===== config.mk =====
export PLATFORM = sky130hd
export DESIGN_NAME = char_move
export DESIGN_NICKNAME = d
export VERILOG_FILES = /design/src/rtl/vga_pkg.sv /design/src/rtl/char_pkg.sv /design/src/rtl/char_edge_det.sv /design/src/rtl/char_move.sv
export SDC_FILE = /design/constraint.sdc
export NUM_CORES = 1
export LEC_CHECK = 0
export ABC_AREA = 1
export BUFFER_PORTS_ARGS = -buffer_cell sky130_fd_sc_hd__buf_2
export CORE_ASPECT_RATIO = 0.75
export CORE_MARGIN = 5
export CORE_UTILIZATION = 26
export DETAILED_ROUTE_END_ITERATION = 8
export GPL_TIMING_DRIVEN = 1
export PLACE_DENSITY = 0.46
export SKIP_CTS_REPAIR_TIMING = 1
export SYNTH_ARGS = -nofsm -noshare
export SYNTH_HDL_FRONTEND = slang
export SYNTH_SLANG_ARGS = --single-unit

===== constraint.sdc =====
create_clock -name clk -period 11.3 [get_ports clk]
set_input_delay 1.13 -clock clk [delete_from_list [all_inputs] [get_ports clk]]
set_output_delay 1.13 -clock clk [all_outputs]
set_load 0.1 [all_outputs]

===== src/rtl/vga_pkg.sv =====
// vga_pkg: display geometry shared by the video pipeline.
package vga_pkg;
    localparam int HOR_PIXELS = 800;
    localparam int VER_PIXELS = 600;
endpackage


===== src/rtl/char_pkg.sv =====
// char_pkg: shared types and spawn constants for the character movement stage.
package char_pkg;
    localparam int HOR_PIXELS = vga_pkg::HOR_PIXELS;
    localparam int VER_PIXELS = vga_pkg::VER_PIXELS;
    localparam int DEFAULT_GROUND_Y = 550;
    localparam logic [11:0] SPAWN_X = 12'(HOR_PIXELS / 5);
    typedef enum logic [1:0] {GROUND, JUMP_UP, FALL} move_state_t;
endpackage


===== src/rtl/char_edge_det.sv =====
// char_edge_det: two-flop synchroniser followed by a rising-edge detector.
module char_edge_det (
    input  logic clk,
    input  logic rst,
    input  logic i_d,
    output logic o_rise
);
    logic [2:0] r_sync;
    always_ff @(posedge clk) begin
        if (!rst) r_sync <= 3'b000;
        else      r_sync <= {r_sync[1:0], i_d};
    end
    assign o_rise = r_sync[1] & ~r_sync[2];
endmodule


===== src/rtl/char_move.sv =====
// char_move: per-frame player movement and jump controller.
// Build with DOUBLE_JUMP_EN defined to allow one extra jump while airborne.
module char_move
    import char_pkg::*;
#(
    parameter int GROUND_Y  = DEFAULT_GROUND_Y,
    parameter int MOVE_STEP = 4,
    parameter int JUMP_V    = 12,
    parameter int GRAVITY   = 1,
    parameter int MAX_FALL  = 12
) (
    input  logic        clk,
    input  logic        rst,
    input  logic        frame_tick,
    input  logic        btn_left,
    input  logic        btn_right,
    input  logic        btn_jump,
    input  logic [1:0]  game_active,
    input  logic [3:0]  current_health,
    input  logic [11:0] char_hgt,
    input  logic [11:0] char_lng,
    output logic [11:0] pos_x,
    output logic [11:0] pos_y,
    output logic        flip_h,
    output logic        airborne
);
    localparam logic signed [12:0] STEP = 13'(MOVE_STEP);
    localparam logic signed [12:0] JV13 = 13'(JUMP_V);
    localparam logic signed [7:0]  JV   = 8'(JUMP_V);
    localparam logic signed [7:0]  GR   = 8'(GRAVITY);
    localparam logic signed [7:0]  MF   = 8'(MAX_FALL);

    move_state_t       r_state, w_state;
    logic signed [7:0] r_vy, w_vy, w_vy_g, w_vy_f;
    logic [11:0]       r_pos_x, r_pos_y;
    logic              r_flip, r_air, r_jump_req, r_dj, w_dj, w_rise, w_air_jump, w_left, w_right;
    logic signed [12:0] w_y, w_gt, w_hgt, w_lng, w_xmax, w_xs, w_nx, w_ny, w_y_up, w_y_fall;

    char_edge_det u_jump_edge (.clk(clk), .rst(rst), .i_d(btn_jump), .o_rise(w_rise));

    assign w_left  = btn_left & ~btn_right;
    assign w_right = btn_right & ~btn_left;
`ifdef DOUBLE_JUMP_EN
    assign w_air_jump = r_jump_req & ~r_dj;
`else
    assign w_air_jump = 1'b0;
`endif

    always_comb begin
        w_hgt    = $signed({1'b0, char_hgt});
        w_lng    = $signed({1'b0, char_lng});
        w_gt     = 13'(GROUND_Y) - w_hgt;
        w_xmax   = 13'(HOR_PIXELS) - w_lng;
        w_xs     = $signed({1'b0, r_pos_x}) + (w_left ? -STEP : w_right ? STEP : 13'sd0);
        w_nx     = w_xs < w_lng ? w_lng : w_xs > w_xmax ? w_xmax : w_xs;
        w_y      = $signed({1'b0, r_pos_y});
        w_vy_g   = r_vy + GR;
        w_vy_f   = w_vy_g > MF ? MF : w_vy_g;
        w_y_up   = w_y + $signed({{5{w_vy_g[7]}}, w_vy_g});
        w_y_fall = w_y + $signed({{5{w_vy_f[7]}}, w_vy_f});
        w_state  = r_state;
        w_vy     = r_vy;
        w_ny     = w_y;
        w_dj     = r_dj;
        if (r_state == GROUND) begin
            if (r_jump_req) begin
                w_state = JUMP_UP;
                w_vy    = -JV;
                w_ny    = w_y - JV13;
            end else if (w_y < w_gt) begin
                w_state = FALL;
                w_vy    = 8'sd0;
            end
        end else if (w_air_jump) begin
            w_state = JUMP_UP;
            w_vy    = -JV;
            w_dj    = 1'b1;
        end else if (r_state == JUMP_UP) begin
            if (w_y_up - w_hgt < 13'sd0) begin
                w_state = FALL;
                w_vy    = 8'sd0;
                w_ny    = w_hgt;
            end else begin
                w_state = w_vy_g >= 8'sd0 ? FALL : JUMP_UP;
                w_vy    = w_vy_g;
                w_ny    = w_y_up;
            end
        end else if (w_y_fall >= w_gt) begin
            w_state = GROUND;
            w_vy    = 8'sd0;
            w_ny    = w_gt;
            w_dj    = 1'b0;
        end else begin
            w_vy = w_vy_f;
            w_ny = w_y_fall;
        end
    end

    // Menu mode reloads spawn exactly like reset; paused or dead holds everything.
    always_ff @(posedge clk) begin
        if (!rst || (frame_tick && game_active == 2'd0)) begin
            r_pos_x    <= SPAWN_X;
            r_pos_y    <= 12'(GROUND_Y) - char_hgt;
            r_flip     <= 1'b0;
            r_air      <= 1'b0;
            r_vy       <= 8'sd0;
            r_state    <= GROUND;
            r_jump_req <= 1'b0;
            r_dj       <= 1'b0;
        end else begin
            r_jump_req <= w_rise | (r_jump_req & ~frame_tick);
            if (frame_tick && game_active == 2'd1 && current_health != 4'd0) begin
                r_pos_x <= w_nx[11:0];
                r_pos_y <= w_ny[11:0];
                r_flip  <= w_left ? 1'b1 : w_right ? 1'b0 : r_flip;
                r_air   <= w_state != GROUND;
                r_vy    <= w_vy;
                r_state <= w_state;
                r_dj    <= w_dj;
            end
        end
    end

    assign pos_x    = r_pos_x;
    assign pos_y    = r_pos_y;
    assign flip_h   = r_flip;
    assign airborne = r_air;
endmodule

**Yosys cells after proc, flatten, opt, wreduce, memory -nomap -nowiden**

Cells that the tools add are included.

- Add/sub/neg operators: 9
- Multipliers: 0
- Divide/modulo/power cells: 0
- $lt $le $gt $ge: 7
- Eq/ne operators: 4
- Shift operators: 0
- Muxes and demuxes: 27
- Bitwise operators: 9
- Reductions and logical operators: 14

Operators with widths:

| operator | number |
|---|---|
| 12-bit 2-to-1 mux | 9 |
| 8-bit 2-to-1 mux | 7 |
| 13-bit by 8-bit adder with 13-bit output | 2 |
| 13-bit < comparator | 2 |
| 10-bit by 12-bit subtractor with 13-bit output (first input constant) | 2 |
| 2-bit 2-to-1 mux | 7 |
| 13-bit adder | 1 |
| 13-bit greater-or-equal comparator | 1 |
| 13-bit > comparator | 1 |
| 13-bit by 1-bit < comparator with 1-bit output (second input constant) | 1 |
| 13-bit 2-to-1 mux | 1 |
| 13-bit subtractor | 1 |
| 10-bit by 12-bit subtractor with 12-bit output (first input constant) | 1 |
| 12-bit by 4-bit subtractor with 12-bit output (second input constant) | 1 |
| 8-bit by 2-bit adder with 8-bit output (second input constant) | 1 |
| 8-bit by 1-bit greater-or-equal comparator with 1-bit output (second input constant) | 1 |
| 8-bit by 5-bit > comparator with 1-bit output (second input constant) | 1 |
| 3-bit by 2-bit inequality test with 1-bit output (second input constant) | 2 |
| 2-bit AND reduction | 3 |
| 2-bit nonzero test | 3 |
| 1-bit AND | 4 |
| 2-bit by 1-bit equality test with 1-bit output (second input constant) | 2 |
| 2-bit logical NOT | 2 |
| 1-bit NOT | 4 |
| 7 further kinds | 10 |

- Register bits after elaboration: 40
- Latch bits: 0
- Bits in writable memories: 0
- Memory bits (read-only): 0
- Bits of input ports: 36
- Logic and storage cells: 78
- Memories: 0

**Longest topological paths before layout**

- Depth after elaboration: 10
- Gate-level depth with buffers: 35
- Mapped depth without buffers: 35

**By module**

Synthesis repeated with hierarchy kept, for this count alone.

- Cells, all modules: 1042
- Area total of the unflattened synthesis: 6448.7 sq um

Modules (own cells, without submodules):

| module | times used | cells an instance | area an instance (sq um) | sequential area each (sq um) |
|---|---|---|---|---|
| char_move | 1 | 1031 | 6356.1 | 860.8 |
| char_edge_det | 1 | 11 | 92.6 | 60.1 |

**Worst setup path before layout**

OpenSTA, ideal clock, no wires.

- Kind: input -> register
- From: input port btn_right
- To: register r_pos_x[9], in the netlist pos_x[9]
- Setup time: 119 ps
- Arrival time: 4327 ps
- Required time: 11181 ps
- Slack: 6854 ps
- Stages: 30
- Path buffers: 1
- Path through: inv_1 -> ha_1 -> inv_1 -> ha_1 -> inv_1 -> fa_1 -> nand3b_1 -> nand2_1 -> nand2_1 -> nand2_1 -> nand3_1 -> nand2_1 -> nand2_1 -> nand2_1 -> inv_1 -> ha_1 -> nand2_1 -> inv_1 -> nand3_1 -> nor2_1 -> nand2_1 -> nand2_1 -> nand2_1 -> nand3_2 -> inv_1 -> buf_4 -> o21ai_0 -> nor2_1 -> nor2_1 -> nor2_1

- Cells in the longest elaborated chain, start to end: 7
- Elaborated cells on any way between the ends: 10
- Classes of those cells: add/sub: 1; order compare: 2; mux: 4; bitwise: 3

RTL lines:

| what | RTL line | RTL |
|---|---|---|
| start, declared | char_move.sv:16 | `input logic btn_right,` |
| 1-bit AND or 1-bit NOT (tied branches) | char_move.sv:42, char_move.sv:41 |  |
| 3-bit 2-to-1 mux or 1-bit AND (tied branches) | char_move.sv:54, char_move.sv:41 |  |
| 13-bit 2-to-1 mux (*) | char_move.sv:54 | `w_xs = $signed({1'b0, r_pos_x}) + (w_left ? -STEP : w_right ? STEP : 13'sd0);` |
| 13-bit adder (*) | char_move.sv:54 |  |
| 13-bit > comparator | char_move.sv:55 | `w_nx = w_xs < w_lng ? w_lng : w_xs > w_xmax ? w_xmax : w_xs;` |
| 12-bit 2-to-1 mux | char_move.sv:55 |  |
| 12-bit 2-to-1 mux (*) | char_move.sv:55 |  |
| end signal, assigned | char_move.sv:113 | `r_pos_x <= w_nx[11:0];` |
| end, declared | char_move.sv:35 | `logic [11:0] r_pos_x, r_pos_y;` |

Mark *: on every way between the ends. The rest lies on a longest branch, timed or not.
A chain may end at the register's enable or synchronous reset.

**Final worst setup path**

- From: register r_vy[0]
- To: register r_vy[4]

- Cells in the longest elaborated chain, start to end: 8
- Elaborated cells on any way between the ends: 12
- Classes of those cells: add/sub: 4; order compare: 3; mux: 5

RTL lines:

| what | RTL line | RTL |
|---|---|---|
| start, declared | char_move.sv:34 | `logic signed [7:0] r_vy, w_vy, w_vy_g, w_vy_f;` |
| start signal, assigned | char_move.sv:117 | `r_vy <= w_vy;` |
| 8-bit by 2-bit adder with 8-bit output (*) | char_move.sv:57 | `w_vy_g = r_vy + GR;` |
| parallel branches: the longest is 5 deep, another holds 13-bit by 8-bit adder with 13-bit output | n/a |  |
| 8-bit 2-to-1 mux (*) | char_move.sv:78 | `end else if (r_state == JUMP_UP) begin` |
| 8-bit 2-to-1 mux (*) | char_move.sv:65 | `if (r_state == GROUND) begin` |

Mark *: on every way between the ends.

==> metrics <==
DRT iter0 DRCs 455; FF-to-FF setup slack around 6 ns; initial core utilization 26.3%; CP Class reg2reg; first-pass GRT wire length between 30000 and 40000 um; CTS tree built; die width around 190 um; H-tree depth 2; Antenna Cells 0; R2R depth 32; vias in the first global route ~6100; total track usage ~15%; MaxCap Viol Count 0; cell count after synthesis around 1100; Via Count 6595; GRT overflow 0; Bufs on Longest Clock Path 2; DRC errors left 0; Hold Path Origin u_jump_edge.r_sync[0]$_SDFF_PN0_; CP startpoint kind register; post-layout util between 20% and 30%; total power about 0.00071 W; CP Data Required Time 11.53 ns; Core Box Area about 25000 um^2; HPWL after DPL ~18000 um; clk sink count 40; Achievable Freq ~190 MHz; TritonCTS buffer count 5; Via density ~4.6; Final Worst Setup Slack around 6.0 ns; critical path endpoint category register; reg2reg start r_vy[0]$_SDFFE_PP0P_; Final Max Slew Viols 0; cell row count 50; WHS Endpoint u_jump_edge.r_sync[1]$_SDFF_PN0_; sequential element share of the synthesized area between 10% and 20%; Synth top area share between 10% and 20%; synthesis-to-layout area growth 11.6%; router iterations before antenna repair 5; DP Cell Count roughly 1400; worst-skew pair later-pin latency about 0.30 ns; clk slew on worst S/H paths about 0.070 ns; run status completed; RD Place Congestion between 0.8 and 0.9; Nets between 1000 and 1500; Hold Crit Class reg2reg; Worst VDD drop slightly below 0.05 mV; ANT nets after route 0; register bit total from synthesis 40; initial antenna violation count 0; pre-CTS setup slack about 6.0 ns; I/O pins 62; worst slew pin tran between 1 and 1.5 ns; commonest non-fill, non-tap cells in the layout nand2_1 (278), inv_1 (185), ha_1 (98), nor2_1 (85); setup violators final 0; Mapped Area ~6600 um^2; Max FO, Critical Path 21; Crit Reg-Reg Endpoint r_vy[4]$_SDFFE_PP0P_; Avg WL per Cell 15.0 um; hold path depth 2; fin crit share 46.5%; mean post-synth cell area ~6.2 um^2; Root Driver clkbuf_16; Fin. Hold Viols 0; die area 28500 um^2; min Tclk post-route 5.26 ns; Leak 4.02 nW; Yosys warning count 0; most used cell, CP nand2_1; Filler cells between 2000 and 3000; Yosys cell types 46; largest net degree at the start of global routing 24; slowest cell on the critical path dfxtp_1; WP data arrival 5.49 ns; fraction of final layout cells sized beyond drive strength 1 a little over a tenth; Layout Cells excl Fill between 1000 and 1500; relative slew slack between 20% and 30%; RSZ-0062 raised after global routing false; Worst Skew 0.00938 ns; synth top area cells ha_1 (19%), nand2_1 (16%), inv_1 (11%), dfxtp_1 (8.6%), a21oi_1 (5.9%); routed wire length about 22000 um; commonest non-fill, non-tap cell in the layout nand2_1; die height ~150 um; setup TNS 0 ns; Syn Nets ~1200; cell accounting for the most synthesized area ha_1; Max stage delay on crit path between 0.4 and 0.5 ns; Cell Pwr Density 96.4 nW/um^2; number of port buffers 61
==> logic make-up after synthesis <==
| family | Yosys count | synth area share [%] |
|---|---|---|
| flops | 40 | 14.0 |
| fa+ha+maj | 101 | 19.6 |
| xor+xnor | 47 | 6.28 |
| compound gates | 158 | 13.6 |
| buf+inv | 208 | 13.1 |
| simple gates | 499 | 33.4 |
==> critical path: cells and delay by family (launching register included) <==
kind,cells,cell delay (ns)
xor gates and xnor gates,2,0.35
buffers and inverters,4,0.27
DFF,1,0.46
AOI/OAI and AO/OA,6,1.08
adders and majority gates,3,0.88
and+or+nand+nor,17,2.12
==> cells in the mapped netlist, drive strengths merged <==
master and number:
nor4 3, nand3b 2, o22ai 2, o21ai 51
clkinv 1, ha 98, edfxtp 12, inv 190
nor2 90, o211ai 12, nand2 289, buf 9
dfxtp 28, fa 3, o2111ai 1, o31ai 1
or2 3, a31oi 4, nand3 91, xnor2 9
o21a 1, a21o 2, xor2 38, o21bai 3
clkbuf 8, nand4 14, a21boi 1, nor3 7
a21oi 80
==> sequential cells by signal (all words and copies together), names as in the netlist <==
name and flops:
pos_y 12, airborne 1, r_jump_req 1, u_jump_edge.r_sync 3, pos_x 12, r_state 2
r_vy 8, flip_h 1
==> per-layer routing <==
layer | GRT usage (%) | part of all wire, %
met5 | 0 | 0
met4 | 3.08 | 1.2
met3 | 1.89 | 3.9
met2 | 20.6 | 37
met1 | 24.5 | 58
==> area by class of cell <==
cell class / instances / area [um^2] / area share [%]
clock inverter: 2 / 11.3 / 0.154
tap: 338 / 423 / 5.78
timing repair buffer: 64 / 328 / 4.48
inverter: 191 / 727 / 9.93
clock buffer: 6 / 129 / 1.76
multi-input combinational: 805 / 4780 / 65.3
sequential: 40 / 921 / 12.6
==> how the worst max path moves through the flow <==
stage,start,to,slack (ns),cells after the start
after global routing,r_vy[0]$_SDFFE_PP0P_,r_vy[4]$_SDFFE_PP0P_,5.32,31
after global placement,btn_right,pos_x[10]$_SDFFE_PP0P_,6.03,28
after CTS,r_vy[0]$_SDFFE_PP0P_,r_vy[4]$_SDFFE_PP0P_,6.14,32
after floorplan,btn_right,pos_x[9]$_SDFFE_PP0P_,6.85,30
after detailed placement,btn_right,pos_x[8]$_SDFFE_PP0P_,6.02,28
final,r_vy[0]$_SDFFE_PP0P_,r_vy[4]$_SDFFE_PP0P_,6.04,32
==> through the flow <==
step,cell area [um^2],hold WS [ns]
after floorplan,6560,0.390
after global placement,7180,0.395
after global routing,7320,0.433
final,7320,0.414
after detailed placement,7180,0.402
after CTS,7320,0.418
==> power by group <==
part	total (W)	internal [W]	switching, W
logic	0.000381	0.000114	0.000267
registers	0.000175	0.000158	0.0000168
clock network	0.000149	0.0000820	0.0000674
total	0.000706	0.000354	0.000351
No activity file was read; power rests on OpenSTA's default activity.
